<file path="config.mk">
export PLATFORM = sky130hd
export DESIGN_NAME = name_table_updater
export DESIGN_NICKNAME = d
export VERILOG_FILES = /design/src/rtl/name_table_updater_pkg.sv /design/src/rtl/name_table_updater_sync_fifo.sv /design/src/rtl/name_table_updater.sv
export SDC_FILE = /design/constraint.sdc
export NUM_CORES = 1
export LEC_CHECK = 0
export ABC_CLOCK_PERIOD_IN_PS = 4800
export CAP_MARGIN = 20
export CORE_MARGIN = 8
export CORE_UTILIZATION = 44
export DETAILED_ROUTE_END_ITERATION = 6
export PLACE_DENSITY_LB_ADDON = 0.15
export RECOVER_POWER = 50
export SLEW_MARGIN = 20
export SYNTH_ARGS = -nofsm -noshare
export SYNTH_HDL_FRONTEND = slang
export SYNTH_HIERARCHICAL = 1
export SYNTH_SLANG_ARGS = --single-unit
export TNS_END_PERCENT = 5
</file>
<file path="constraint.sdc">
create_clock -name clk -period 4.8 [get_ports clk]
set_input_delay 0.72 -clock clk [delete_from_list [all_inputs] [get_ports clk]]
set_output_delay 0.72 -clock clk [all_outputs]
set_load 0.05 [all_outputs]
</file>
<file path="src/rtl/name_table_updater_pkg.sv">
// Shared constants and types for the background name table updater.
// Raster geometry, name table shape and the packed FIFO command word.
package name_table_updater_pkg;

    localparam int VGA_POSXY_BIT    = 10;
    localparam int GAME_START_LINE  = 16;
    localparam int GAME_HEIGHT      = 240;
    localparam int NT_WORDS_PER_ROW = 8;

    localparam logic [VGA_POSXY_BIT-1:0] GAME_START_POSY = VGA_POSXY_BIT'(GAME_START_LINE);
    localparam logic [VGA_POSXY_BIT-1:0] GAME_END_POSY   = VGA_POSXY_BIT'(GAME_START_LINE + GAME_HEIGHT);
    localparam logic [4:0]               NT_ROWS         = 5'd30;

    localparam int CMD_W = 41;

    typedef enum logic [1:0] {
        ST_IDLE  = 2'd0,
        ST_WRITE = 2'd1,
        ST_FILL  = 2'd2
    } nt_state_e;

    typedef struct packed {
        logic        op;
        logic [7:0]  addr;
        logic [31:0] data;
    } nt_cmd_t;

    function automatic logic in_blank_f(input logic [VGA_POSXY_BIT-1:0] pos_y);
        return (pos_y < GAME_START_POSY) || (pos_y >= GAME_END_POSY);
    endfunction

endpackage

</file>
<file path="src/rtl/name_table_updater_sync_fifo.sv">
// Single-clock FIFO with occupancy level; read data is the current head entry.
// Pushes are ignored when full and pops when empty.
module name_table_updater_sync_fifo #(
    parameter int WIDTH = 41,
    parameter int DEPTH = 8,
    localparam int AW   = $clog2(DEPTH)
) (
    input  logic             clk,
    input  logic             rstn,
    input  logic             push,
    input  logic [WIDTH-1:0] push_data,
    input  logic             pop,
    output logic [WIDTH-1:0] pop_data,
    output logic [AW:0]      level,
    output logic             full,
    output logic             empty
);

    logic [WIDTH-1:0] mem_r [DEPTH];
    logic [AW-1:0]    wr_ptr_r;
    logic [AW-1:0]    rd_ptr_r;
    logic [AW:0]      level_r;
    logic             push_ok_s;
    logic             pop_ok_s;

    assign full      = (level_r == (AW+1)'(DEPTH));
    assign empty     = (level_r == (AW+1)'(0));
    assign level     = level_r;
    assign pop_data  = mem_r[rd_ptr_r];
    assign push_ok_s = push && !full;
    assign pop_ok_s  = pop && !empty;

    // Storage array: written on accepted push, no reset needed
    always_ff @(posedge clk) begin
        if (push_ok_s) begin
            mem_r[wr_ptr_r] <= push_data;
        end
    end

    // Pointer and level bookkeeping
    always_ff @(posedge clk or negedge rstn) begin
        if (!rstn) begin
            wr_ptr_r <= AW'(0);
            rd_ptr_r <= AW'(0);
            level_r  <= (AW+1)'(0);
        end else begin
            if (push_ok_s) begin
                wr_ptr_r <= wr_ptr_r + AW'(1);
            end
            if (pop_ok_s) begin
                rd_ptr_r <= rd_ptr_r + AW'(1);
            end
            case ({push_ok_s, pop_ok_s})
                2'b10:   level_r <= level_r + (AW+1)'(1);
                2'b01:   level_r <= level_r - (AW+1)'(1);
                default: level_r <= level_r;
            endcase
        end
    end

endmodule

</file>
<file path="src/rtl/name_table_updater.sv">
// Buffers CPU tile-update commands and commits them to the name table RAM
// only while the raster is outside the game window.
module name_table_updater
    import name_table_updater_pkg::*;
#(
    parameter int FIFO_DEPTH = 8,
    parameter int NT_WORDS   = 240
) (
    input  logic                         clk,
    input  logic                         rstn,
    input  logic [VGA_POSXY_BIT-1:0]     vgaPosY,
    input  logic                         cmdValid,
    output logic                         cmdReady,
    input  logic                         cmdOp,
    input  logic [7:0]                   cmdAddr,
    input  logic [31:0]                  cmdData,
    input  logic                         clrErr,
    output logic                         nameTableWrEn,
    output logic [7:0]                   nameTableWrAddr,
    output logic [31:0]                  nameTableWrData,
    output logic                         busy,
    output logic [$clog2(FIFO_DEPTH):0]  fifoLevel,
    output logic                         dropErr
);

    localparam logic [7:0] NT_WORDS_W = 8'(NT_WORDS);

    logic [VGA_POSXY_BIT-1:0] pos_y_r;
    logic                     in_blank_s;
    logic                     fifo_full_s;
    logic                     fifo_empty_s;
    logic                     push_s;
    logic                     pop_s;
    logic                     load_s;
    logic                     drop_s;
    logic [CMD_W-1:0]         fifo_rd_s;
    nt_cmd_t                  push_cmd_s;
    nt_cmd_t                  head_s;
    nt_state_e                state_r;
    nt_state_e                state_s;
    logic [2:0]               k_r;
    logic [2:0]               k_s;
    logic [7:0]               cmd_addr_r;
    logic [31:0]              cmd_data_r;
    logic                     wr_en_r;
    logic                     wr_en_s;
    logic [7:0]               wr_addr_r;
    logic [7:0]               wr_addr_s;
    logic [31:0]              wr_data_r;
    logic [31:0]              wr_data_s;
    logic                     drop_err_r;

    assign in_blank_s = in_blank_f(pos_y_r);
    assign push_s     = cmdValid && !fifo_full_s;
    assign push_cmd_s = '{op: cmdOp, addr: cmdAddr, data: cmdData};
    assign head_s     = nt_cmd_t'(fifo_rd_s);

    name_table_updater_sync_fifo #(
        .WIDTH (CMD_W),
        .DEPTH (FIFO_DEPTH)
    ) u_fifo (
        .clk       (clk),
        .rstn      (rstn),
        .push      (push_s),
        .push_data (push_cmd_s),
        .pop       (pop_s),
        .pop_data  (fifo_rd_s),
        .level     (fifoLevel),
        .full      (fifo_full_s),
        .empty     (fifo_empty_s)
    );

    // Next state and write strobe; writes are only ever issued in blank
    always_comb begin
        state_s   = state_r;
        k_s       = k_r;
        pop_s     = 1'b0;
        load_s    = 1'b0;
        drop_s    = 1'b0;
        wr_en_s   = 1'b0;
        wr_addr_s = wr_addr_r;
        wr_data_s = wr_data_r;
        case (state_r)
            ST_IDLE: begin
                if (in_blank_s && !fifo_empty_s) begin
                    pop_s  = 1'b1;
                    load_s = 1'b1;
                    k_s    = 3'd0;
                    if (!head_s.op) begin
                        if (head_s.addr < NT_WORDS_W) begin
                            state_s = ST_WRITE;
                        end else begin
                            drop_s = 1'b1;
                        end
                    end else begin
                        if (head_s.addr[7:3] < NT_ROWS) begin
                            state_s = ST_FILL;
                        end else begin
                            drop_s = 1'b1;
                        end
                    end
                end else begin
                    state_s = ST_IDLE;
                end
            end
            ST_WRITE: begin
                if (in_blank_s) begin
                    wr_en_s   = 1'b1;
                    wr_addr_s = cmd_addr_r;
                    wr_data_s = cmd_data_r;
                    state_s   = ST_IDLE;
                end else begin
                    state_s = ST_WRITE;
                end
            end
            ST_FILL: begin
                // Pauses (holding k) across the visible window, resumes next blank
                if (in_blank_s) begin
                    wr_en_s   = 1'b1;
                    wr_addr_s = {cmd_addr_r[7:3], k_r};
                    wr_data_s = {4{cmd_data_r[7:0]}};
                    k_s       = k_r + 3'd1;
                    if (k_r == 3'd7) begin
                        state_s = ST_IDLE;
                    end else begin
                        state_s = ST_FILL;
                    end
                end else begin
                    state_s = ST_FILL;
                end
            end
            default: begin
                state_s = ST_IDLE;
            end
        endcase
    end

    // Raster line sample, FSM state and registered write port
    always_ff @(posedge clk or negedge rstn) begin
        if (!rstn) begin
            pos_y_r   <= '0;
            state_r   <= ST_IDLE;
            k_r       <= 3'd0;
            wr_en_r   <= 1'b0;
            wr_addr_r <= 8'd0;
            wr_data_r <= 32'd0;
        end else begin
            pos_y_r   <= vgaPosY;
            state_r   <= state_s;
            k_r       <= k_s;
            wr_en_r   <= wr_en_s;
            wr_addr_r <= wr_addr_s;
            wr_data_r <= wr_data_s;
        end
    end

    // Command latched at pop time
    always_ff @(posedge clk or negedge rstn) begin
        if (!rstn) begin
            cmd_addr_r <= 8'd0;
            cmd_data_r <= 32'd0;
        end else if (load_s) begin
            cmd_addr_r <= head_s.addr;
            cmd_data_r <= head_s.data;
        end
    end

    // Sticky drop flag; a new drop beats a simultaneous clear
    always_ff @(posedge clk or negedge rstn) begin
        if (!rstn) begin
            drop_err_r <= 1'b0;
        end else if (drop_s) begin
            drop_err_r <= 1'b1;
        end else if (clrErr) begin
            drop_err_r <= 1'b0;
        end
    end

    assign cmdReady        = !fifo_full_s;
    assign busy            = !fifo_empty_s || (state_r != ST_IDLE);
    assign dropErr         = drop_err_r;
    assign nameTableWrEn   = wr_en_r;
    assign nameTableWrAddr = wr_addr_r;
    assign nameTableWrData = wr_data_r;

endmodule

</file>
==> results of run 1 <==
## registers in the layout (all words and copies together), names as in the netlist
register         flops
nameTableWrAddr      8
cmd_data_r          32
cmd_addr_r           8
dropErr              1
pos_y_r              6
u_fifo/rd_ptr_r      3
nameTableWrData     32
u_fifo/mem_r       328
state_r              2
u_fifo/wr_ptr_r      3
k_r                  3
nameTableWrEn        1
u_fifo/level         4
## metal layers
layer | GRT usage | up-vias | wire length (um)
met1 | 0.2106 | 4202 | 15500
li1 | - | 3580 | -
met3 | 0.02921 | 59 | 1368
met5 | 0 | - | 13
met2 | 0.2700 | 135 | 17570
met4 | 0.04522 | 2 | 654
## critical path, delay by kind of cell (launching register included)
family,cells,cell delay (ps)
flops,1,410
buf+inv,2,1930
compound gates,1,480
fa+ha+maj,1,160
mux,1,410
## stage by stage
stage            util  hold WS (ps)  setup slack (ps)
2_1_floorplan       -         424.4             95.29
3_3_place_gp   0.4844         465.3              1545
3_5_place_dp   0.4844         472.0              1501
4_1_cts        0.5284         312.7              1554
5_1_grt        0.5276         518.2              1051
6_report       0.5276         482.2              1292
## power by group
group / internal [mW] / switching (mW)
clock: 2.42 / 1.43
combinational: 2.09 / 2.34
sequential: 4.91 / 0.673
total: 9.42 / 4.44
## final timing paths
path                                    to  depth (start not counted)  startpoint  slack [ps]
min reg2reg                        dropErr                          1     dropErr         480
max                                 k_r[0]                          5  state_r[0]        1290
min in group asynchronous  u_fifo/level[1]                          1        rstn         650
max in group asynchronous   cmd_data_r[19]                          2        rstn        2700
min                                dropErr                          1     dropErr         480
max reg2reg                         k_r[0]                          5  state_r[0]        1290
## synth_stat cells (2+ instances only)
library cell and instances:
buf_6 8, dfrtp_1 103, mux2i_1 28, buf_4 3
clkbuf_1 17, o211ai_1 2, inv_2 2, nor3_1 2
nor3b_1 3, inv_1 9, a21oi_1 29, nor2_1 37
buf_2 5, mux4_1 47, mux2_2 95, edfxtp_1 328
a22o_1 4, ha_1 11, mux2_1 3, nand2b_1 3
nand3_1 4, buf_12 6, mux4_2 35, a21oi_4 2
nand2_1 9, xnor2_1 5
## cells by family (layout without fill, tap and decap cells)
group                      count (synthesis)  after routing  synth area share
AOI/OAI and AO/OA                         45             45           0.01793
xor gates and xnor gates                   6              6          0.003086
adders and majority gates                 12             12          0.009257
buffers and inverters                     51            215           0.02153
DFF                                      431            431            0.7297
muxes                                    208            208            0.2001
other                                      0              1                 0
and+or+nand+nor                           67             67           0.01844
## area by class of cell
type                    count  share of cell area
flip-flops and latches    431              0.6127
multi-input cells         338              0.2103
clock buffers              61             0.06497
repair buffers            116             0.05949
well taps                 518             0.03193
clock inverters            27             0.01843
inverters                  11            0.002034
diodes                      1           0.0001233
==> impl_metrics.yaml, run 1 <==
layout:
  multi_input_area_um2: 4269
  fillers: 2982
  seq_area_um2: 12440
  layout_commonest_cell: "edfxtp_1"
  drive_gt1_frac: 0.2470
  syn_to_final_growth_pct: 19.18
  fin_area_um2: 20300
  final_nets: 1012
  fin_cells: 1503
  final_cell_mix: "328 x edfxtp_1, 100 x dfrtp_1, 95 x mux2_2"
floorplan:
  die_y_um: 212.7
  initial_core_util: 0.4427
  num_rows: 72
  coreArea_um2: 38470
  die_w_um: 212.7
  io-pin-count: 103
  dieArea_um2: 45260
synthesis:
  synth.ff_latch_count: 431
  synth_area_leaders: "edfxtp_1 58%, dfrtp_1 15%, mux4_1 7.3%"
  ys_seq_area_frac: 0.7297
  async_reset_ff_frac: 0.2390
  avgSynthCellArea_um2: 20.77
  synth_flop_cell: "edfxtp_1"
  synth-edff-count: 328
  syn_nets: 887
  synth_cells: 820
  yosys.area.top_type: "edfxtp_1"
  yosysWarnings: 6
  synth_top_area_frac: 0.5784
  ys_types: 46
  syn_area_um2: 17030
critical_path:
  cp_slowest_cell: "clkbuf_1"
  arrival_ps: 3950
  crit_chain: "inv_1, ha_1, clkbuf_1, o211ai_1, mux2_2"
  cp-end-kind: "flop"
  slowest_delay_ps: 1840
  cp-start-kind: "flop"
  crit_type: "reg2reg"
  crit_fanout: 30
  worstPathRequired_ps: 5240
clock_network:
  cts_setup_buffers: 0
  cts_resized: 0
  clock-sinks: 431
  cts-hold-fix-buffers: 0
  clk_latency_ps: 560
  h-tree-depth: 2
  cts.clk_slew.worst_paths_ps: 60
  cts_tree: "built"
  cts_root_buffer: "clkbuf_16"
  cts_made_buffers: 47
  clockBufferDepth: 3
placed_design:
  place_area_um2: 18630
  dp_hpwl_um: 19920
  port_buffers: 98
  dp.cells: 1414
  place_congestion: 0.7047
global_route:
  grt_pass1_wl_um: 53450
  grt_pass1_vias: 8400
  grtUsageTotal: 0.1597
  antenna_found_initial: 6
  grt.overflow.total: 0
  grt_max_degree: 68
detailed_routing:
  drc: 0
  drt_iter0_markers: 536
  via_per_inst: 5.308
  drt_wl_total_um: 35110
  wire_per_inst_um: 23.36
  final_antenna_net_count: 0
  num_vias: 7978
  drt_pre_antenna_iters: 4
timing:
  finalSetupViolations: 0
  hold_viol: 0
  final.setup.tns_ps: 0
  tightestPinTransition_ps: 2593
  slew_headroom: -0.7289
  maxSlewViolCount: 97
  fmax_mhz: 285.0
  fin_crit_sh: 0.7309
  post-route-min-period_ps: 3508
  grt_setup_unrepaired: "no"
  finClkSkew_ps: 8.974
power_and_ir_drop:
  vdd_drop_max_v: 0.0002802
  power.density_nw_per_um2: 683.0
  p_leak_nw: 7.099
  power_mw: 13.86
status:
  outcome: "finished, violations left"
  failed_checks: "max-capacitance violations, max-slew violations"
flow_run:
  maxCapViolCount: 2
worst_hold_path:
  hp-class: "reg2reg"
No activity file was read; power rests on OpenSTA's default activity.
==> inputs of run 2 (changes only) <==
--- a/config.mk
+++ b/config.mk
@@ -5,7 +5,7 @@
 export SDC_FILE = /design/constraint.sdc
 export NUM_CORES = 1
 export LEC_CHECK = 0
-export ABC_CLOCK_PERIOD_IN_PS = 4800
+export ABC_CLOCK_PERIOD_IN_PS = 3550
 export CAP_MARGIN = 20
 export CORE_MARGIN = 8
 export CORE_UTILIZATION = 44
==> constraint.sdc (replaced) <==
create_clock -name clk -period 3.55 [get_ports clk]
set_input_delay 0.5325 -clock clk [delete_from_list [all_inputs] [get_ports clk]]
set_output_delay 0.5325 -clock clk [all_outputs]
set_load 0.05 [all_outputs]
==> impl_metrics.yaml, run 2 (synthesized netlist as in run 1, its figures left out) <==
placed_design:
  place_congestion: 0.7009
  dp_hpwl_um: 20530
  port_buffers: 98
  place_area_um2: 18670
critical_path:
  cp-end-kind: "flop"
  crit_fanout: 67
  worstPathRequired_ps: 3980
  arrival_ps: 3540
  ff2ff_setup_slack_ps: 440
  worstReg2RegEnd: "nameTableWrData[0]"
  ff2ff_path_depth: 6
  cp-start-kind: "flop"
  crit_type: "reg2reg"
  reg2reg_from: "state_r[0]"
floorplan:
  dieArea_um2: 45260
  die_y_um: 212.7
  coreArea_um2: 38470
  io-pin-count: 103
  initial_core_util: 0.4427
  die_w_um: 212.7
  num_rows: 72
global_route:
  grt_pass1_wl_um: 54660
  top_usage_layer: "met2"
  grt.overflow.total: 0
  antenna_found_initial: 6
  met1_usage: 0.2149
  grt_max_degree: 68
  grtUsageTotal: 0.1641
  grt_pass1_vias: 8659
  use_met2: 0.2767
  use_met3: 0.03361
detailed_routing:
  drt_pre_antenna_iters: 5
  wire_per_inst_um: 24.19
  final_antenna_net_count: 0
  drt_wl_total_um: 36240
  drc: 0
  num_vias: 8062
  via_per_inst: 5.382
  drt_iter0_markers: 421
timing:
  maxSlewViolCount: 57
  finClkSkew_ps: 16.33
  slew_headroom: -0.03249
  fmax_mhz: 321.2
  hold_viol: 0
  grt_setup_unrepaired: "no"
  final.setup.tns_ps: 0
  post-route-min-period_ps: 3113
  tightestPinTransition_ps: 1549
  finalSetupViolations: 0
  fin_crit_sh: 0.8769
clock_network:
  cts-hold-fix-buffers: 0
  cts_made_buffers: 44
  clk_latency_ps: 560
  cts_root_buffer: "clkbuf_16"
  cts_resized: 0
  h-tree-depth: 2
  cts_setup_buffers: 0
  clock-sinks: 431
  cts.clk_slew.worst_paths_ps: 60
  cts_tree: "built"
  clockBufferDepth: 3
status:
  failed_checks: "max-capacitance violations, max-slew violations"
  outcome: "finished, violations left"
power_and_ir_drop:
  p_leak_nw: 6.934
  power.density_nw_per_um2: 896.5
  vdd_drop_max_v: 0.0003971
flow_run:
  maxCapViolCount: 1
layout:
  syn_to_final_growth_pct: 17.16
  layout_commonest_cell: "edfxtp_1"
  final_cell_mix: "328 x edfxtp_1, 100 x dfrtp_1, 95 x mux2_2"
  fin_area_um2: 19950
  drive_gt1_frac: 0.2301
  final_nets: 1011
  max_flop_register: "u_fifo/mem_r"
  largest_reg_flops: 328
worst_hold_path:
  hp-class: "in2async"
run 2: area by class of cell:
type                       instances  area [um^2]
fill                            3120        18520
sequential                       431        12430
multi-input combinational        338         4283
clock buffer                      63         1224
timing repair buffer             118         1211
tap                              518        648.1
clock inverter                    17        106.4
inverter                          11        41.29
antenna                            2        5.005
run 2: how the worst max path moves through the flow:
stage | startpoint | end | slack, ps | depth (start not counted)
floorplan | u_fifo/level[0] | u_fifo/mem_r[0][0] | -1150 | 5
global placement | cmdValid | u_fifo/level[3] | 490 | 8
detailed placement | cmdValid | u_fifo/level[3] | 490 | 8
CTS | pos_y_r[6] | u_fifo/level[3] | 520 | 9
global route | state_r[0] | nameTableWrData[0] | 200 | 6
finish | state_r[0] | nameTableWrData[0] | 440 | 6
run 2: report_power, final:
| group | internal, mW | switching (mW) |
|---|---|---|
| Clock | 2.47 | 1.84 |
| Sequential | 6.63 | 0.926 |
| Combinational | 2.82 | 3.21 |
run 2: worst max-delay path, stage by stage (launching register included):
cell	delay [ps]
dfrtp_1	420
inv_1	100
ha_1	620
nor2_1	170
a21oi_4	130
buf_2	1070
mux2_2	430
run 2: metrics by stage:
stage / setup WS, ps / std cells / utilization / power, mW / hold slack (ps)
final: 436.9 / 1498 / 0.5187 / 17.89 / 27.02
after global routing: 201.8 / 1496 / 0.5185 / 18.80 / 65.73
after CTS: 516.6 / 1496 / 0.5198 / 18.23 / 28.72
after detailed placement: 493.4 / 1416 / 0.4853 / 13.87 / 476.8
after global placement: 490.2 / 1416 / 0.4853 / 13.78 / 465.8
after floorplan: -1153 / 820 / - / 11.91 / 236.9
run 2: metal layers:
metal	share of wire	vias to the layer above
li1	-	3565
met1	0.44	4273
met2	0.49	165
met3	0.047	55
met4	0.020	4
met5	0.00063	-
==> inputs of run 3 (changes only) <==
--- a/config.mk
+++ b/config.mk
@@ -9,6 +9,7 @@
 export CAP_MARGIN = 20
 export CORE_MARGIN = 8
 export CORE_UTILIZATION = 44
+export CTS_CLUSTER_SIZE = 10
 export DETAILED_ROUTE_END_ITERATION = 6
 export PLACE_DENSITY_LB_ADDON = 0.15
 export RECOVER_POWER = 50
==> impl_metrics.yaml, run 3 (synthesized netlist as in run 1, its figures left out) <==
clock_network:
  clk_latency_ps: 560
  cts_setup_buffers: 0
  cts_resized: 0
  h-tree-depth: 2
  cts_made_buffers: 49
  clock-sinks: 431
  clockBufferDepth: 3
  cts_tree: "built"
  cts-hold-fix-buffers: 0
  cts.clk_slew.worst_paths_ps: 60
  cts_root_buffer: "clkbuf_16"
critical_path:
  crit_family: "buffers and inverters"
  crit_fanout: 67
  crit_chain: "inv_1, ha_1, nor2_1, a21oi_4, buf_2, mux2_2"
  crit_buf_inv: 2
  cp_slowest_cell: "buf_2"
  cp-start-kind: "flop"
  arrival_ps: 3550
  slowest_delay_ps: 1080
  worstPathRequired_ps: 3990
  cp-end-kind: "flop"
  crit_type: "reg2reg"
layout:
  multi_input_area_um2: 4283
  fillers: 3115
  final_nets: 1016
  drive_gt1_frac: 0.2222
  fin_cells: 1511
  layout_commonest_cell: "edfxtp_1"
  max_flop_register: "u_fifo/mem_r"
  seq_area_um2: 12430
  final_cell_mix: "328 x edfxtp_1, 100 x dfrtp_1, 95 x mux2_2"
  fin_area_um2: 20060
  syn_to_final_growth_pct: 17.80
  largest_reg_flops: 328
global_route:
  grt_pass1_wl_um: 55190
  antenna_found_initial: 6
  grtUsageTotal: 0.1648
  grt_max_degree: 68
  grt_pass1_vias: 8695
  grt.overflow.total: 0
floorplan:
  initial_core_util: 0.4427
  io-pin-count: 103
  dieArea_um2: 45260
  coreArea_um2: 38470
  die_w_um: 212.7
  die_y_um: 212.7
  num_rows: 72
detailed_routing:
  via_per_inst: 5.417
  drt_pre_antenna_iters: 4
  drt_iter0_markers: 455
  num_vias: 8185
  drt_wl_total_um: 36540
  wire_per_inst_um: 24.18
  drc: 0
  final_antenna_net_count: 0
timing:
  fin_crit_sh: 0.8774
  maxSlewViolCount: 57
  holdWs_ps: 29.64
  finClkSkew_ps: 17.49
  fmax_mhz: 321.0
  finalSetupViolations: 0
  slew_headroom: -0.03808
  post-route-min-period_ps: 3115
  grt_setup_unrepaired: "no"
  hold_viol: 0
  tightestPinTransition_ps: 1557
flow_run:
  maxCapViolCount: 1
placed_design:
  place_area_um2: 18670
  dp_hpwl_um: 20530
  port_buffers: 98
  dp.cells: 1416
  place_congestion: 0.7009
status:
  failed_checks: "max-capacitance violations, max-slew violations"
  outcome: "finished, violations left"
power_and_ir_drop:
  power.density_nw_per_um2: 903.8
  swShare: 0.3330
  p_switching_mw: 6.038
  clkPwrFrac: 0.250
  p_leak_nw: 6.958
  power_frac_seq: 0.417
  vdd_drop_max_v: 0.0003967
  comb_power_share: 0.333
  intPower_mw: 12.09
worst_hold_path:
  hp-class: "in2async"
## run 3: changes by cell type in the layout (fill, tap and decap cells not counted), sizes merged
cell    before  now
inv         11   12
clkbuf      64   90
clkinv      16    2
bufinv       1    0
diode        2    3
## run 3: stage by stage
stage | power [mW] | utilization | setup TNS, ps | worst slack, ps
5_1_grt | 19.06 | 0.5213 | 0 | 207.3
3_5_place_dp | 13.87 | 0.4853 | 0 | 493.4
2_1_floorplan | 11.91 | - | -59230 | -1153
6_report | 18.13 | 0.5215 | 0 | 435.1
3_3_place_gp | 13.78 | 0.4853 | 0 | 490.2
4_1_cts | 18.49 | 0.5226 | 0 | 517.1
## run 3: final timing paths
kind	startpoint	endpoint	slack (ps)	depth (start not counted)
hold reg to reg	dropErr	dropErr	490	1
min in group clk	dropErr	dropErr	490	1
hold / removal	rstn	cmd_addr_r[6]	30	1
max in group asynchronous	rstn	u_fifo/rd_ptr_r[2]	1450	2
setup / recovery	state_r[0]	nameTableWrData[0]	440	6
setup reg to reg	state_r[0]	nameTableWrData[0]	440	6
## run 3: final cells by class
cell class	count	area share
Clock inverter	3	0.002058
Antenna cell	3	0.0003742
Clock buffer	89	0.06960
Inverter	11	0.002058
Sequential cell	431	0.6197
Multi-Input combinational cell	338	0.2135
Tap cell	518	0.03231
Timing Repair Buffer	118	0.06037
## run 3: per-layer routing
layer	global-route usage	part of all wire	vias up	wire (um)
met5	0	0.00063	-	23
met4	0.03594	0.013	4	485
met3	0.03699	0.048	46	1740
li1	-	-	3590	-
met1	0.2166	0.44	4369	16150
met2	0.2793	0.50	176	18140
## run 3: power groups by stage
stage	sequential [mW]	combinational [mW]	clock (mW)
floorplan	8.04	3.87	0
detailed placement	7.70	6.17	0
global placement	7.66	6.12	0
global route	7.71	6.49	4.86
finish	7.56	6.04	4.53
CTS	7.61	6.20	4.68
